`src/rtl/peak_search_if.sv`:
```
// Bin stream from the round stage plus the per-frame peak result.
interface peak_search_if #(
  parameter int W_IN  = 32,
  parameter int W_IDX = 10
);
  logic signed [W_IN-1:0]  i_data;
  logic                    i_vld;
  logic                    i_sync;
  logic        [W_IDX-1:0] o_peak_idx;
  logic signed [W_IN-1:0]  o_peak_val;
  logic        [W_IN-1:0]  o_peak_mag;
  logic                    o_vld;

  modport master (
    output i_data, i_vld, i_sync,
    input  o_peak_idx, o_peak_val, o_peak_mag, o_vld
  );

  modport slave (
    input  i_data, i_vld, i_sync,
    output o_peak_idx, o_peak_val, o_peak_mag, o_vld
  );
endinterface

```
`src/rtl/peak_search.sv`:
```
// Streaming per-frame peak detector: reports index, value and |value| of the
// largest-magnitude bin in each N-bin frame, one valid pulse per frame.
module peak_search #(
  parameter int W_IN  = 32,
  parameter int N     = 1024,
  parameter int W_IDX = $clog2(N)
) (
  input logic          clk,
  input logic          rst,
  peak_search_if.slave bus
);
  localparam logic [W_IDX-1:0] LAST = W_IDX'(N - 1);

  logic        [W_IDX-1:0] cnt;
  logic        [W_IN-1:0]  mag_in;

  logic                    s1_vld;
  logic        [W_IDX-1:0] s1_idx;
  logic signed [W_IN-1:0]  s1_val;
  logic        [W_IN-1:0]  s1_mag;
  logic                    s1_eof;

  logic        [W_IDX-1:0] run_idx;
  logic signed [W_IN-1:0]  run_val;
  logic        [W_IN-1:0]  run_mag;

  // Two's-complement negate as unsigned: the most negative input maps to 2^(W_IN-1).
  always_comb begin
    mag_in = bus.i_data;
    if (bus.i_data[W_IN-1]) mag_in = ~bus.i_data + 1'b1;
  end

  always_ff @(posedge clk) begin
    if (rst) begin
      cnt            <= '0;
      s1_vld         <= 1'b0;
      s1_idx         <= '0;
      s1_val         <= '0;
      s1_mag         <= '0;
      s1_eof         <= 1'b0;
      run_idx        <= '0;
      run_val        <= '0;
      run_mag        <= '0;
      bus.o_vld      <= 1'b0;
      bus.o_peak_idx <= '0;
      bus.o_peak_val <= '0;
      bus.o_peak_mag <= '0;
    end else begin
      bus.o_vld <= 1'b0;
      s1_vld    <= bus.i_vld;

      if (bus.i_vld) begin
        s1_val <= bus.i_data;
        s1_mag <= mag_in;
        if (bus.i_sync) begin
          s1_idx <= '0;
          s1_eof <= 1'b0;
          cnt    <= W_IDX'(1);
        end else begin
          s1_idx <= cnt;
          s1_eof <= (cnt == LAST);
          cnt    <= cnt + 1'b1;
        end
      end

      // Bin 0 reloads the running max, so a new frame (or a realign) needs no clear cycle.
      if (s1_vld) begin
        if (s1_idx == '0 || s1_mag > run_mag) begin
          run_idx <= s1_idx;
          run_val <= s1_val;
          run_mag <= s1_mag;
        end
        if (s1_eof) begin
          bus.o_vld <= 1'b1;
          if (s1_mag > run_mag) begin
            bus.o_peak_idx <= s1_idx;
            bus.o_peak_val <= s1_val;
            bus.o_peak_mag <= s1_mag;
          end else begin
            bus.o_peak_idx <= run_idx;
            bus.o_peak_val <= run_val;
            bus.o_peak_mag <= run_mag;
          end
        end
      end
    end
  end
endmodule

```
`src/flat_wrapper.sv`:
```
// flat-port wrapper written by rule: the top's interface ports become plain ports
module peak_search_flat 
#(
  parameter int W_IN  = 32,
  parameter int N     = 1024,
  parameter int W_IDX = $clog2(N)
)
  (clk, rst, bus_i_data, bus_i_vld, bus_i_sync, bus_o_peak_idx, bus_o_peak_val, bus_o_peak_mag, bus_o_vld);
  peak_search_if #(.W_IN(W_IN), .W_IDX(W_IDX)) bus_i ();
  input logic clk;
  input logic rst;
  input wire logic [$bits(bus_i.i_data)-1:0] bus_i_data;
  input wire logic [$bits(bus_i.i_vld)-1:0] bus_i_vld;
  input wire logic [$bits(bus_i.i_sync)-1:0] bus_i_sync;
  output wire logic [$bits(bus_i.o_peak_idx)-1:0] bus_o_peak_idx;
  output wire logic [$bits(bus_i.o_peak_val)-1:0] bus_o_peak_val;
  output wire logic [$bits(bus_i.o_peak_mag)-1:0] bus_o_peak_mag;
  output wire logic [$bits(bus_i.o_vld)-1:0] bus_o_vld;
  assign bus_i.i_data = bus_i_data;
  assign bus_i.i_vld = bus_i_vld;
  assign bus_i.i_sync = bus_i_sync;
  assign bus_o_peak_idx = bus_i.o_peak_idx;
  assign bus_o_peak_val = bus_i.o_peak_val;
  assign bus_o_peak_mag = bus_i.o_peak_mag;
  assign bus_o_vld = bus_i.o_vld;
  peak_search #(.W_IN(W_IN), .N(N), .W_IDX(W_IDX)) u_core (.clk(clk), .rst(rst), .bus(bus_i));
endmodule
```
`config.mk`:
```
export PLATFORM = sky130hd
export DESIGN_NAME = peak_search_flat
export DESIGN_NICKNAME = d
export VERILOG_FILES = /design/src/rtl/peak_search_if.sv /design/src/rtl/peak_search.sv /design/src/flat_wrapper.sv
export SDC_FILE = /design/constraint.sdc
export NUM_CORES = 1
export LEC_CHECK = 0
export ABC_AREA = 1
export ABC_CLOCK_PERIOD_IN_PS = 5600
export CORE_ASPECT_RATIO = 2
export CORE_UTILIZATION = 60
export CTS_CLUSTER_DIAMETER = 100
export CTS_CLUSTER_SIZE = 10
export DETAILED_ROUTE_END_ITERATION = 8
export PLACE_DENSITY = 0.82
export SLEW_MARGIN = 20
export SYNTH_ARGS = -nofsm -noshare
export SYNTH_HDL_FRONTEND = slang
export SYNTH_SLANG_ARGS = --single-unit
```
`constraint.sdc`:
```
create_clock -name clk -period 5.6 [get_ports clk]
set_input_delay 1.4 -clock clk [delete_from_list [all_inputs] [get_ports clk]]
set_output_delay 1.4 -clock clk [all_outputs]
set_load 0.01 [all_outputs]
```
Word level (Yosys, flattened, before mapping)
Cells that the tools add are included.
{"block": "op_classes", "order_cmp": 1, "n_mux": 8, "addsub": 2, "bitwise": 2, "eq_ne": 1, "reduce_logical": 5}
{"operator": "two-way mux 32 bit", "n": 3}
{"operator": "adder 32 x 1 -> 32 bit (second input constant)", "n": 1}
{"operator": "> comparator 32 bit", "n": 1}
{"operator": "NOT 32 bit", "n": 1}
{"operator": "two-way mux 10 bit", "n": 3}
{"operator": "adder 10 x 1 -> 10 bit (second input constant)", "n": 1}
{"operator": "== test 10 bit (second input constant)", "n": 1}
{"operator": "logical NOT 10 bit", "n": 1}
{"operator": "AND reduction 2 bit", "n": 2}
{"operator": "two-way mux 1 bit", "n": 2}
{"operator": "OR reduction 2 bit", "n": 1}
{"operator": "logical OR 1 bit", "n": 1}
{"operator": "NOT 1 bit", "n": 1}
{"block": "totals", "output_inout_bits": 75, "in_bits": 36, "regBits": 235, "wordCells": 32}

Longest topological paths before layout
{"block": "depth", "ltp_word": 3, "mapped_depth": 20, "ltp_nobuf": 18}

Least setup slack after synthesis
No wires, ideal clock.
{"block": "synth_path", "path_kind": "input-to-reg", "startpoint": "input bus_i_data[0]", "endpoint": "register u_core.s1_mag[30]", "n_path_buf": 0, "arrival_ps": 2695, "path_slack_ps": 2792, "cell_stages": 13, "cell_sequence": "inv_1 -> ha_1 -> nand3_2 -> nor2_2 -> nand2_2 -> nor2_4 -> nand2_1 -> nand2_1 -> nand3_1 -> o21ai_0 -> nand2_1 -> o21ai_1 -> inv_1"}
{"block": "synth_via", "elab_chain_cells": 3}
{"item": "start, declared", "line": "flat_wrapper.sv:12", "rtl": "input wire logic [$bits(bus_i.i_data)-1:0] bus_i_data;"}
{"item": "NOT 32 bit", "line": "peak_search.sv:30", "rtl": "if (bus.i_data[W_IN-1]) mag_in = ~bus.i_data + 1'b1;"}
{"item": "adder 32 x 1 -> 32 bit", "line": "peak_search.sv:30"}
{"item": "two-way mux 32 bit", "line": "peak_search.sv:30"}
{"item": "end signal, assigned", "line": "peak_search.sv:54", "rtl": "s1_mag <= mag_in;"}
{"item": "end, declared", "line": "peak_search.sv:20", "rtl": "logic [W_IN-1:0] s1_mag;"}
Every way passes these cells.
A chain may end at the register's enable or synchronous reset.

Final worst setup path
{"block": "layout_path", "startpoint": "register u_core.run_mag[17]", "endpoint": "register u_core.bus.o_peak_mag[7]"}
{"block": "layout_via", "elab_chain_cells": 2}
{"item": "start, declared", "line": "peak_search.sv:25", "rtl": "logic [W_IN-1:0] run_mag;"}
{"item": "start signal, assigned", "line": "peak_search.sv:71", "rtl": "run_mag <= s1_mag;"}
{"item": "> comparator 32 bit", "line": "peak_search.sv:75", "rtl": "if (s1_mag > run_mag) begin"}
{"item": "two-way mux 32 bit", "line": "peak_search.sv:75"}
{"item": "end signal, assigned", "line": "peak_search.sv:78", "rtl": "bus.o_peak_mag <= s1_mag;"}
{"item": "end signal, assigned", "line": "peak_search.sv:82", "rtl": "bus.o_peak_mag <= run_mag;"}
{"item": "end, declared", "line": "peak_search_if.sv:21", "rtl": "output o_peak_idx, o_peak_val, o_peak_mag, o_vld"}
Every way passes these cells.

==> flow_summary.json <==
{
  "status": "completed",
  "min_path_cells": 2,
  "start_util": 0.616,
  "die_area_sq_um": 19400,
  "crit_chain": "inv_1, ha_1, nand2_1, nand2_1, nand2_1, nand2_1, nand2_1, nand3_1, a21oi_1, nand2_4, nand2_2, buf_4, nand2_1, nand3_1, a21oi_1",
  "synth_ff_type": "dfxtp_1",
  "die_y_um": 196,
  "grt_pass1_vias": 10500,
  "required_ns": 5.97,
  "diodes": 0,
  "syn-num-nets": 1714,
  "drv_slew": 0,
  "cp_max_fo": 74,
  "p_leak_uw": 0.00527,
  "synthSimpleGateAreaFrac": 0.293,
  "finalSetupViolCount": 0,
  "grt_overflow": 0,
  "fin_total_pwr_uw": 4200,
  "min_path_type": "reg -> reg",
  "syn_avg_cell_area_sq_um": 6.86,
  "grt_pass1_wl_um": 49600,
  "firstDrtPassIters": 5,
  "slew_headroom": 0.355,
  "critPathTopFamily": "simple AND/OR/NAND/NOR gates",
  "drt_iter0_markers": 832,
  "timing.setup.tns_ns": 0,
  "vdd_ir_drop_max_uv": 262,
  "cts_htree_levels": 1,
  "syn_to_final_growth_pct": 14.2,
  "synth_edf_count": 0,
  "clkSlewWorstSetupHoldPaths_ns": 0.06,
  "max_slew.worst_pin.slew_ns": 0.967,
  "register_area_sq_um": 4650,
  "critPathArrivalTime_ns": 3.98,
  "synthesis.instances": 1644,
  "post_drt_via_cell_ratio": 5.81,
  "ff2ff_path_depth": 15,
  "cts_root_buf": "clkbuf_16",
  "gr-usage-all-layers": 0.317,
  "power_density_nw_per_um2": 326,
  "start_kind": "flip-flop",
  "end_kind": "flip-flop",
  "synthMuxAreaShare": 0,
  "max_cap_viol_count": 0,
  "worst_path_most_repeated_cell": "nand2_1",
  "antenna_found_initial": 0,
  "finalWirelength_um": 30200,
  "final_cell_mix": "366 x nand2_1, 235 x nand3_1, 231 x dfxtp_1",
  "post-cts-setup-buffer-count": 0,
  "holdWs_ns": 0.460,
  "clock_sink_count": 232,
  "drc": 0,
  "row_count": 70,
  "crit_type": "reg -> reg",
  "io_buffers": 110,
  "core-area_sq_um": 18300,
  "skew_ns": 0.0173,
  "ys_seq_elements": 232,
  "async_flop_share": 0,
  "insertion_delay_ns": 0.52,
  "nets": 1750,
  "hold_viol": 0,
  "synth_top_family_by_area": "simple AND/OR/NAND/NOR gates",
  "ys_types": 38,
  "gp_congestion": 1.01,
  "fin_crit_sh": 0.645,
  "dr_total_vias": 11000,
  "die_x_um": 98.9,
  "multi_input_area_sq_um": 5360,
  "cts_max_path_buffers": 3,
  "synth_compound_area_frac": 0.142,
  "wl_per_cell_um": 15.9,
  "cts-buffers-inserted": 27,
  "synth-xor-area-share": 0,
  "max_stage_delay_ns": 0.70,
  "period_minus_slack_ns": 3.61,
  "syn-cell-area_sq_um": 11300,
  "critPathSlowestCell": "buf_4",
  "grt_max_degree": 97,
  "synthAdderAreaFrac": 0.0377,
  "post_cts_resized": 0,
  "layout_commonest_cell": "nand2_1",
  "ys_warn_count": 0,
  "ctsHoldBuffers": 0,
  "critical_path_buf_inv_count": 2,
  "grt_setup_unrepaired": "no",
  "hpwl_um": 19700,
  "fmax_mhz": 277,
  "drive_gt1_frac": 0.0393,
  "ys_seq_area_frac": 0.412,
  "cts_tree": "yes",
  "io_pins": 111,
  "cp.depth": 15,
  "postRouteAntennaNets": 0,
  "fillers": 1588
}
-- registers in the layout, summed over array words and instances, names as in the netlist --
register,flops
u_core.run_val,31
u_core.s1_mag,31
u_core.s1_vld,1
u_core.s1_idx,10
u_core.bus.o_peak_mag,32
u_core.bus.o_vld,1
u_core.run_mag,32
u_core.s1_val,32
u_core.run_idx,10
u_core.bus.o_peak_val,31
u_core.cnt,10
u_core.s1_eof,1
u_core.bus.o_peak_idx,10
-- power breakdown --
group	internal [uW]	total, uW	switching (uW)
Clock	846	1470	623
Sequential	1750	1810	63.0
Combinational	293	919	626
-- cells by family after synthesis --
kind of cell,count (synthesis)
AOI/OAI and AO/OA,297
adders and majority gates,34
buffers and inverters,307
DFF,232
and+or+nand+nor,774
-- final cells by class --
| type | instances | share of cell area |
|---|---|---|
| repair buffers | 121 | 0.0923 |
| multi-input cells | 1105 | 0.416 |
| well taps | 216 | 0.0210 |
| flip-flops and latches | 232 | 0.361 |
| inverters | 193 | 0.0564 |
| clock buffers | 28 | 0.0528 |
| clock inverters | 1 | 0.000680 |
-- worst reg2reg max path, cell delays in order, from the launching register on --
cell and delay, ns:
dfxtp_1 0.33, inv_1 0.07, ha_1 0.35, nand2_1 0.09
nand2_1 0.05, nand2_1 0.05, nand2_1 0.09, nand2_1 0.11
nand3_1 0.09, a21oi_1 0.30, nand2_4 0.55, nand2_2 0.30
buf_4 0.71, nand2_1 0.14, nand3_1 0.17, a21oi_1 0.09
-- path summary, 6_finish.rpt --
check,startpoint,to,slack [ns]
worst max register to register,u_core.run_mag[17]$_SDFFE_PP0P_,u_core.bus.o_peak_mag[7]$_SDFFE_PP0P_,1.99
worst min-delay path,u_core.bus.o_peak_val[2]$_SDFFE_PP0P_,u_core.bus.o_peak_val[2]$_SDFFE_PP0P_,0.46
worst max-delay path,u_core.run_mag[17]$_SDFFE_PP0P_,u_core.bus.o_peak_mag[7]$_SDFFE_PP0P_,1.99
worst min register to register,u_core.bus.o_peak_val[2]$_SDFFE_PP0P_,u_core.bus.o_peak_val[2]$_SDFFE_PP0P_,0.46
-- per-layer routing --
metal  wire (um)  share of wire  up-vias  global-route usage
met3        1750          0.058      115              0.0349
met1       11400           0.38     5023               0.351
met5           0              0        -                   0
li1            -              -     5388                   -
met2       15000           0.50      483               0.570
met4        2020          0.067        0               0.200
-- cell usage after synthesis (3+ instances only) --
cell | n | area (sq um)
nand2_1 | 370 | 1390
nand3_1 | 235 | 1180
dfxtp_1 | 232 | 4640
a21oi_1 | 216 | 1080
inv_1 | 187 | 702
nor2_1 | 135 | 507
clkbuf_1 | 52 | 195
o21ai_0 | 41 | 205
ha_1 | 34 | 425
buf_2 | 28 | 140
buf_1 | 17 | 63.8
buf_6 | 12 | 135
a211oi_1 | 10 | 75.1
nand4_1 | 7 | 43.8
nor3_1 | 7 | 35.0
a31oi_1 | 6 | 37.5
a311oi_1 | 5 | 43.8
buf_4 | 5 | 37.5
inv_2 | 5 | 18.8
nor4_1 | 5 | 31.3
a21o_1 | 3 | 22.5
nand3_2 | 3 | 30.0
o221ai_1 | 3 | 26.3
o311a_1 | 3 | 30.0
-- per-stage QoR --
stage	util	setup WS (ns)	area, sq um	instances
2_1_floorplan	-	2.79	11300	1644
3_3_place_gp	0.666	2.06	12200	1867
3_5_place_dp	0.666	2.05	12200	1867
4_1_cts	0.703	2.03	12900	1896
5_1_grt	0.703	1.77	12900	1896
6_report	0.703	1.99	12900	1896
Power figures use the tool's default switching activity.
